`src/rtl/nrzi_rx_decoder.sv`:
```
// NRZI receive decoder: line-level to bit recovery, sync hunt,
// bit-unstuffing and LSB-first byte assembly behind a valid/ready register.
module nrzi_rx_decoder #(
  parameter int          DATA_W       = 8,
  parameter int          STUFF_LEN    = 6,
  parameter logic [7:0]  SYNC_PATTERN = 8'h80
) (
  input  logic              clk,
  input  logic              rst,
  input  logic              bit_en,
  input  logic              line_in,
  input  logic              frame_end,
  input  logic              out_ready,
  output logic [DATA_W-1:0] out_data,
  output logic              out_valid,
  output logic              frame_active,
  output logic              stuff_err,
  output logic              overrun_err
);

  localparam int CW = $clog2(DATA_W + 1);
  localparam int OW = $clog2(STUFF_LEN + 1);

  typedef enum logic {HUNT, DATA} state_t;

  state_t            state_q, state_d;
  logic              prev_line_q, prev_line_d;
  logic [7:0]        sync_q, sync_d;
  logic [CW-1:0]     cnt_q, cnt_d;
  logic [OW-1:0]     ones_q, ones_d;
  logic [DATA_W-1:0] asm_q, asm_d;
  logic [DATA_W-1:0] out_data_q, out_data_d;
  logic              out_valid_q, out_valid_d;
  logic              stuff_err_q, stuff_err_d;
  logic              overrun_err_q, overrun_err_d;

  logic              dbit;
  logic              xfer;
  logic              word_done;
  logic [7:0]        sync_nxt;
  logic [DATA_W-1:0] asm_nxt;

  assign dbit     = ~(line_in ^ prev_line_q);
  assign xfer     = out_valid_q & out_ready;
  assign sync_nxt = {dbit, sync_q[7:1]};
  assign asm_nxt  = {dbit, asm_q[DATA_W-1:1]};

  always_comb begin
    state_d       = state_q;
    prev_line_d   = prev_line_q;
    sync_d        = sync_q;
    cnt_d         = cnt_q;
    ones_d        = ones_q;
    asm_d         = asm_q;
    out_data_d    = out_data_q;
    out_valid_d   = out_valid_q;
    stuff_err_d   = 1'b0;
    overrun_err_d = 1'b0;
    word_done     = 1'b0;

    if (bit_en) prev_line_d = line_in;

    if (frame_end) begin
      state_d = HUNT;
      sync_d  = '0;
      cnt_d   = '0;
      ones_d  = '0;
    end else if (bit_en) begin
      unique case (state_q)
        HUNT: begin
          sync_d = sync_nxt;
          if (sync_nxt == SYNC_PATTERN) begin
            state_d = DATA;
            sync_d  = '0;
            cnt_d   = '0;
            ones_d  = '0;
          end
        end
        DATA: begin
          if (ones_q == OW'(STUFF_LEN)) begin
            // after a full run of 1s the next bit must be the stuffed 0
            if (!dbit) begin
              ones_d = '0;
            end else begin
              stuff_err_d = 1'b1;
              state_d     = HUNT;
              cnt_d       = '0;
              ones_d      = '0;
            end
          end else begin
            asm_d  = asm_nxt;
            ones_d = dbit ? ones_q + 1'b1 : '0;
            if (cnt_q == CW'(DATA_W - 1)) begin
              word_done = 1'b1;
              cnt_d     = '0;
            end else begin
              cnt_d = cnt_q + 1'b1;
            end
          end
        end
        default: ;
      endcase
    end

    if (word_done) begin
      if (!out_valid_q || xfer) begin
        out_data_d  = asm_nxt;
        out_valid_d = 1'b1;
      end else begin
        overrun_err_d = 1'b1;
      end
    end else if (xfer) begin
      out_valid_d = 1'b0;
    end
  end

  always_ff @(posedge clk) begin
    if (rst) begin
      state_q       <= HUNT;
      prev_line_q   <= 1'b1;
      sync_q        <= '0;
      cnt_q         <= '0;
      ones_q        <= '0;
      asm_q         <= '0;
      out_data_q    <= '0;
      out_valid_q   <= 1'b0;
      stuff_err_q   <= 1'b0;
      overrun_err_q <= 1'b0;
    end else begin
      state_q       <= state_d;
      prev_line_q   <= prev_line_d;
      sync_q        <= sync_d;
      cnt_q         <= cnt_d;
      ones_q        <= ones_d;
      asm_q         <= asm_d;
      out_data_q    <= out_data_d;
      out_valid_q   <= out_valid_d;
      stuff_err_q   <= stuff_err_d;
      overrun_err_q <= overrun_err_d;
    end
  end

  assign out_data     = out_data_q;
  assign out_valid    = out_valid_q;
  assign frame_active = (state_q == DATA);
  assign stuff_err    = stuff_err_q;
  assign overrun_err  = overrun_err_q;

endmodule
```
`config.mk`:
```
export PLATFORM = sky130hd
export DESIGN_NAME = nrzi_rx_decoder
export DESIGN_NICKNAME = d
export VERILOG_FILES = /design/src/rtl/nrzi_rx_decoder.sv
export SDC_FILE = /design/constraint.sdc
export NUM_CORES = 1
export LEC_CHECK = 0
export ABC_CLOCK_PERIOD_IN_PS = 2300
export CORE_MARGIN = 4
export CORE_UTILIZATION = 45
export CTS_CLUSTER_SIZE = 40
export DETAILED_ROUTE_END_ITERATION = 10
export DONT_BUFFER_PORTS = 1
export PLACE_DENSITY = 0.59
export SLEW_MARGIN = 20
export SYNTH_ARGS = -nofsm -noshare
export SYNTH_HDL_FRONTEND = slang
export SYNTH_SLANG_ARGS = --single-unit
export TNS_END_PERCENT = 20
```
`constraint.sdc`:
```
create_clock -name clk -period 2.3 [get_ports clk]
set_input_delay 0.345 -clock clk [delete_from_list [all_inputs] [get_ports clk]]
set_output_delay 0.345 -clock clk [all_outputs]
set_load 0.01 [all_outputs]
```
==> results.toml, run 1 <==
[cells_and_area]
final_cell_count_no_fill = 206
num-fill-cells = 298
drive_gt1_share_pct = 9.26
nets = 171
syn_to_final_growth_pct = 7.41
insertedDiodeCount = 0

[clock_network]
insertion_delay_ns = 0.34
clock-root-buffer = "clkbuf_4"
numCtsBuffers = 5
clk_pin_slew_worst_paths_ns = 0.11
cts_hold_buf = 0
cts.sink_count = 34
clk_path_buf_depth = 2
cts_resized = 0
cts_max_level = 2
post_cts_buffers = 0
cts_tree = "yes"

[synth]
ys_top_cells_by_area = "dfxtp_1, a21oi_1, mux2i_1"
synth_ff_type = "dfxtp_1"
syn_area_um2 = 1440
synth_edf_count = 0
yosys.area.top_type = "dfxtp_1"
netlist.area_leader.share_pct = 47.4
synth_seq_cells = 34
syn_inst = 161
synth_cell_types = 37
synth_nets = 170
synth.yosys.seq_area_share_pct = 47.4
synth_area_per_cell_um2 = 8.91
synthArstFlopShare_pct = 0
yosysWarnings = 0

[setup_path]
startpoint = "ones_q[0]"
regToRegSetupSlack_ns = 0.65
worstPathCellList = "inv_1 > ha_1 > and2_4 > nor3_4 > mux2i_1 > nor2_1"
cpPeakStageDelay_ns = 0.41
cp.depth = 6
rr_startpoint = "ones_q[0]"
crit_path_end = "asm_q[4]"
cp-start-kind = "flip-flop"
reg2regPathDepth = 6
critPathBufInv = 1
end_kind = "flip-flop"
slowest_stage = "nor3_4"
r2r_end = "asm_q[4]"
cp_top_family = "simple AND/OR/NAND/NOR gates"
crit_type = "reg -> reg"
cp.required_ns = 2.53
crit_arrival_ns = 1.88
path_max_fanout = 7

[flow_run]
cap_violations = 0

[place]
dp_cells = 199
gp_congestion = 0.866
dp_hpwl_um = 2030
portBuffers = 0

[grt]
grt_first_pass_wirelength_um = 4900
grt_max_degree = 21
grt_usage_pct = 15.3
antenna_found_initial = 0
grt_overflow = 0
grt_pass1_vias = 1060

[drt]
first_iter_violations = 97
routed_via_density = 5.44
drcViolationCount = 0
dr.pass1.iters = 4
routed_wirelength_um = 2880
routedWlPerCell_um = 14.0
ant_nets = 0
vias = 1120

[sta]
skew_ns = 0.0106
rsz0062_at_grt = "false"
drv_slew = 0
period_share_pct = 71.8
worst_slew_pin_slew_ns = 0.457
whs_ns = 0.0572
setup-tns-final_ns = 0
finalSetupViolCount = 0
slew_headroom_pct = 69.4
fmax_mhz = 606
hold_viol = 0
fin_crit_ns = 1.65

[outcome]
outcome = "finished, final reports clean"

[power]
peakVddDrop_uv = 325
powerDensity_nw_per_um2 = 707
totalPowerFinal_mw = 1.09
p_leak_nw = 0.539

[floorplan]
core_um2 = 3050
dieArea_um2 = 4160
initial_core_util_pct = 47.0
die_y_um = 64.5
num_rows = 20
die_w_um = 64.5
pin_count = 18

[min_path]
worstHoldPathType = "in -> reg"
[where the power goes]
group,internal [mW],switching [mW],total (mW)
clock,0.253,0.198,0.451
sequential,0.591,0.00464,0.596
combinational,0.0157,0.0271,0.0428
[layout by cell type, fill, tap and decap left out, types with 4 or more instances in the layout]
master / Yosys / layout
dfxtp_1: 34 / 34
nor2_1: 12 / 12
nand2_1: 16 / 16
a21oi_1: 18 / 18
nand3_1: 10 / 10
inv_1: 5 / 5
clkbuf_4: 0 / 5
a31oi_1: 4 / 4
mux2i_1: 8 / 8
o21ai_0: 10 / 10
nor4_1: 4 / 4
[state kept, by name, summed over array words and instances, names as in the netlist]
register	count
cnt_q	4
stuff_err	1
sync_q	7
frame_active	1
out_data	8
prev_line_q	1
overrun_err	1
asm_q	7
ones_q	3
out_valid	1
[metrics by stage]
| step | setup WS (ns) | instance area (µm²) | utilization (%) |
|---|---|---|---|
| final | 0.650 | 1540 | 50.5 |
| after global routing | 0.538 | 1540 | 50.5 |
| after CTS | 0.675 | 1540 | 50.5 |
| after detailed placement | 0.691 | 1460 | 47.8 |
| after global placement | 0.717 | 1460 | 47.8 |
| after floorplan | 0.712 | 1440 | - |
[layout make-up]
cell class	instances	area [µm²]	area share (%)
multi-input cells	115	698	45.3
repair buffers	1	7.51	0.487
inverters	5	18.8	1.22
clock inverters	1	30.0	1.95
clock buffers	6	51.3	3.33
well taps	44	55.1	3.57
flip-flops and latches	34	681	44.2
[metal layers]
| layer | vias to the layer above | wire, µm | track usage, % |
|---|---|---|---|
| met3 | 7 | 244 | 7.80 |
| met2 | 34 | 1210 | 22.3 |
| met4 | 0 | 46 | 5.54 |
| met5 | - | 0 | 0 |
| met1 | 507 | 1370 | 19.5 |
| li1 | 572 | - | - |
[Yosys cell counts, drive strengths merged, types with 4 or more instances]
library cell,number
nand2,17
a21oi,18
mux2i,8
o21ai,11
inv,5
a31oi,4
nor3,4
clkbuf,4
dfxtp,34
nand3,10
nand4,4
nor4,4
nor2,12
[worst min path at each step]
stage / startpoint / depth (start not counted) / slack, ns / endpoint
6_report: rst / 1 / 0.06 / out_data[1]
3_3_place_gp: rst / 1 / 0.42 / out_data[6]
5_1_grt: rst / 1 / 0.03 / out_data[4]
2_1_floorplan: cnt_q[3] / 1 / 0.42 / cnt_q[3]
3_5_place_dp: rst / 1 / 0.42 / out_data[6]
4_1_cts: rst / 1 / 0.05 / out_data[6]
[worst register-to-register path: cells and delay by family, from the launching register on]
kind,cells,cell delay [ns]
simple gates,3,0.65
buf+inv,1,0.06
mux,1,0.26
flops,1,0.38
fa+ha+maj,1,0.20
[kinds of logic (layout without fill, tap and decap cells)]
kind of cell | after synthesis | count (layout) | synth area share [%]
compound gates | 39 | 39 | 15.3
xor+xnor | 2 | 2 | 1.22
fa+ha+maj | 3 | 3 | 2.62
buf+inv | 12 | 13 | 3.92
flops | 34 | 34 | 47.4
mux | 8 | 8 | 5.58
simple gates | 63 | 63 | 24.0
(Power assumes the default switching activity.)
==> inputs of run 2 (changes only) <==
Settings changed: ABC_CLOCK_PERIOD_IN_PS 2300 to 1600.
Clock period 2.3 ns to 1.6 ns, I/O delays scaled along.
==> run 2 against run 1 <==
Compared with the run above:
- die area unchanged
- first-iteration DRC count decreased by 21%
- cell count increased by 2.9%
- total power increased by 45%
- register-to-register slack got worse by 0.52 ns
- sequential cell count unchanged
- routed wire length increased by 3.6%
- combinational power increased by 98%
- clock power increased by 42%
- sequential share of layout area decreased by 2.2 points
- critical endpoint is now cnt_q[3]
==> results.toml, run 2 (synthesis results as in run 1) <==
[grt]
grt_overflow = 0
use_met2_pct = 22.6
grt_first_pass_wirelength_um = 5020
grt_pass1_vias = 1041
antenna_found_initial = 0
grt_usage_pct = 15.7
use_met3_pct = 7.63
grt_use_met1_pct = 20.7
top_usage_layer = "met2"
grt_max_degree = 19

[drt]
routedWlPerCell_um = 14.1
routed_via_density = 5.47
dr.pass1.iters = 4
drcViolationCount = 0
vias = 1159
first_iter_violations = 77
routed_wirelength_um = 2980
ant_nets = 0

[cells_and_area]
largest_reg_flops = 8
num-fill-cells = 305
insertedDiodeCount = 0
post-route-util_pct = 53.3
syn_to_final_growth_pct = 13.3
drive_gt1_share_pct = 14.3
nets = 177
final_cell_mix = "dfxtp_1, a21oi_1, nand2_1, nor2_1, nand3_1"
mostFrequentLayoutCell = "dfxtp_1"

[floorplan]
die_y_um = 64.5
num_rows = 20
dieArea_um2 = 4160
initial_core_util_pct = 47.0
core_um2 = 3050
die_w_um = 64.5
pin_count = 18

[place]
gp_congestion = 0.797
dp_hpwl_um = 2120
portBuffers = 0

[sta]
drv_slew = 0
fin_crit_ns = 1.47
fmax_mhz = 679
skew_ns = 0.0113
worst_slew_pin_slew_ns = 0.644
hold_viol = 0
slew_headroom_pct = 57.0
period_share_pct = 92.0
setup-tns-final_ns = 0
rsz0062_at_grt = "false"
finalSetupViolCount = 0

[clock_network]
cts_tree = "yes"
cts.sink_count = 34
clk_pin_slew_worst_paths_ns = 0.10
insertion_delay_ns = 0.34
cts_max_level = 2
clk_path_buf_depth = 2
numCtsBuffers = 5
clock-root-buffer = "clkbuf_4"

[setup_path]
crit_arrival_ns = 1.74
crit_path_end = "cnt_q[3]"
rr_startpoint = "ones_q[0]"
cp-start-kind = "flip-flop"
r2r_end = "cnt_q[3]"
startpoint = "ones_q[0]"
crit_type = "reg -> reg"
path_max_fanout = 5
regToRegSetupSlack_ns = 0.13
end_kind = "flip-flop"
cp.required_ns = 1.87
reg2regPathDepth = 7

[outcome]
outcome = "finished, final reports clean"

[min_path]
worstHoldPathType = "in -> reg"

[power]
p_leak_nw = 0.552
powerDensity_nw_per_um2 = 971
peakVddDrop_uv = 607

[flow_run]
cap_violations = 0
==> run 2: cell type report <==
type                            instances  area (µm²)  area share (%)
Tap cell                               44        55.1            3.38
Clock buffer                            6        51.3            3.15
Clock inverter                          1        30.0            1.85
Multi-Input combinational cell        115         719            44.2
Timing Repair Buffer                    7        70.1            4.31
Inverter                                5        18.8            1.15
Sequential cell                        34         682            41.9
==> run 2: critical path: stages (launching register included) <==
cell	delay (ns)
dfxtp_2	0.34
inv_1	0.06
ha_2	0.17
nand2_1	0.14
buf_4	0.19
o21ai_1	0.17
nand2_1	0.14
a31oi_1	0.20
==> run 2: worst min path at each step <==
| stage | from | endpoint | slack (ns) | cells past startpoint |
|---|---|---|---|---|
| final | bit_en | prev_line_q | 0.02 | 1 |
| after global routing | bit_en | prev_line_q | 0.007 | 1 |
| after CTS | bit_en | prev_line_q | 0.002 | 1 |
| after detailed placement | rst | out_data[7] | 0.32 | 1 |
| after global placement | rst | out_data[0] | 0.31 | 1 |
| after floorplan | line_in | prev_line_q | 0.36 | 1 |
==> run 2: routing by layer <==
| layer | vias to the layer above | share of wire, % |
|---|---|---|
| li1 | 582 | - |
| met1 | 540 | 49 |
| met2 | 33 | 44 |
| met3 | 4 | 6.5 |
| met4 | 0 | 1.2 |
| met5 | - | 0 |
==> run 2: repair_timing <==
item | CTS | global route
endpoints found under the hold margin | 18 | 0
setup endpoints to repair | 0 | 22
gates resized for setup | 0 | 10
hold buffers | 2 | 0
buffers inserted | 0 | 1
==> run 2: stage by stage <==
stage	hold slack [ns]	cell area (µm²)	total power, mW	setup WS [ns]	std cells
6_report	0.0219	1630	1.58	0.128	212
5_1_grt	0.00739	1630	1.65	0.0177	212
4_1_cts	0.00228	1600	1.60	0.0545	211
3_5_place_dp	0.316	1500	0.942	0.0830	202
3_3_place_gp	0.314	1500	0.942	0.0960	202
2_1_floorplan	0.358	1440	0.926	0.0125	161
==> run 2: where the power goes <==
part	internal [mW]	switching [mW]	total [mW]	leakage, nW
Clock	0.364	0.278	0.642	0.0443
Sequential	0.849	0.00397	0.853	0.275
Combinational	0.0314	0.0532	0.0847	0.233
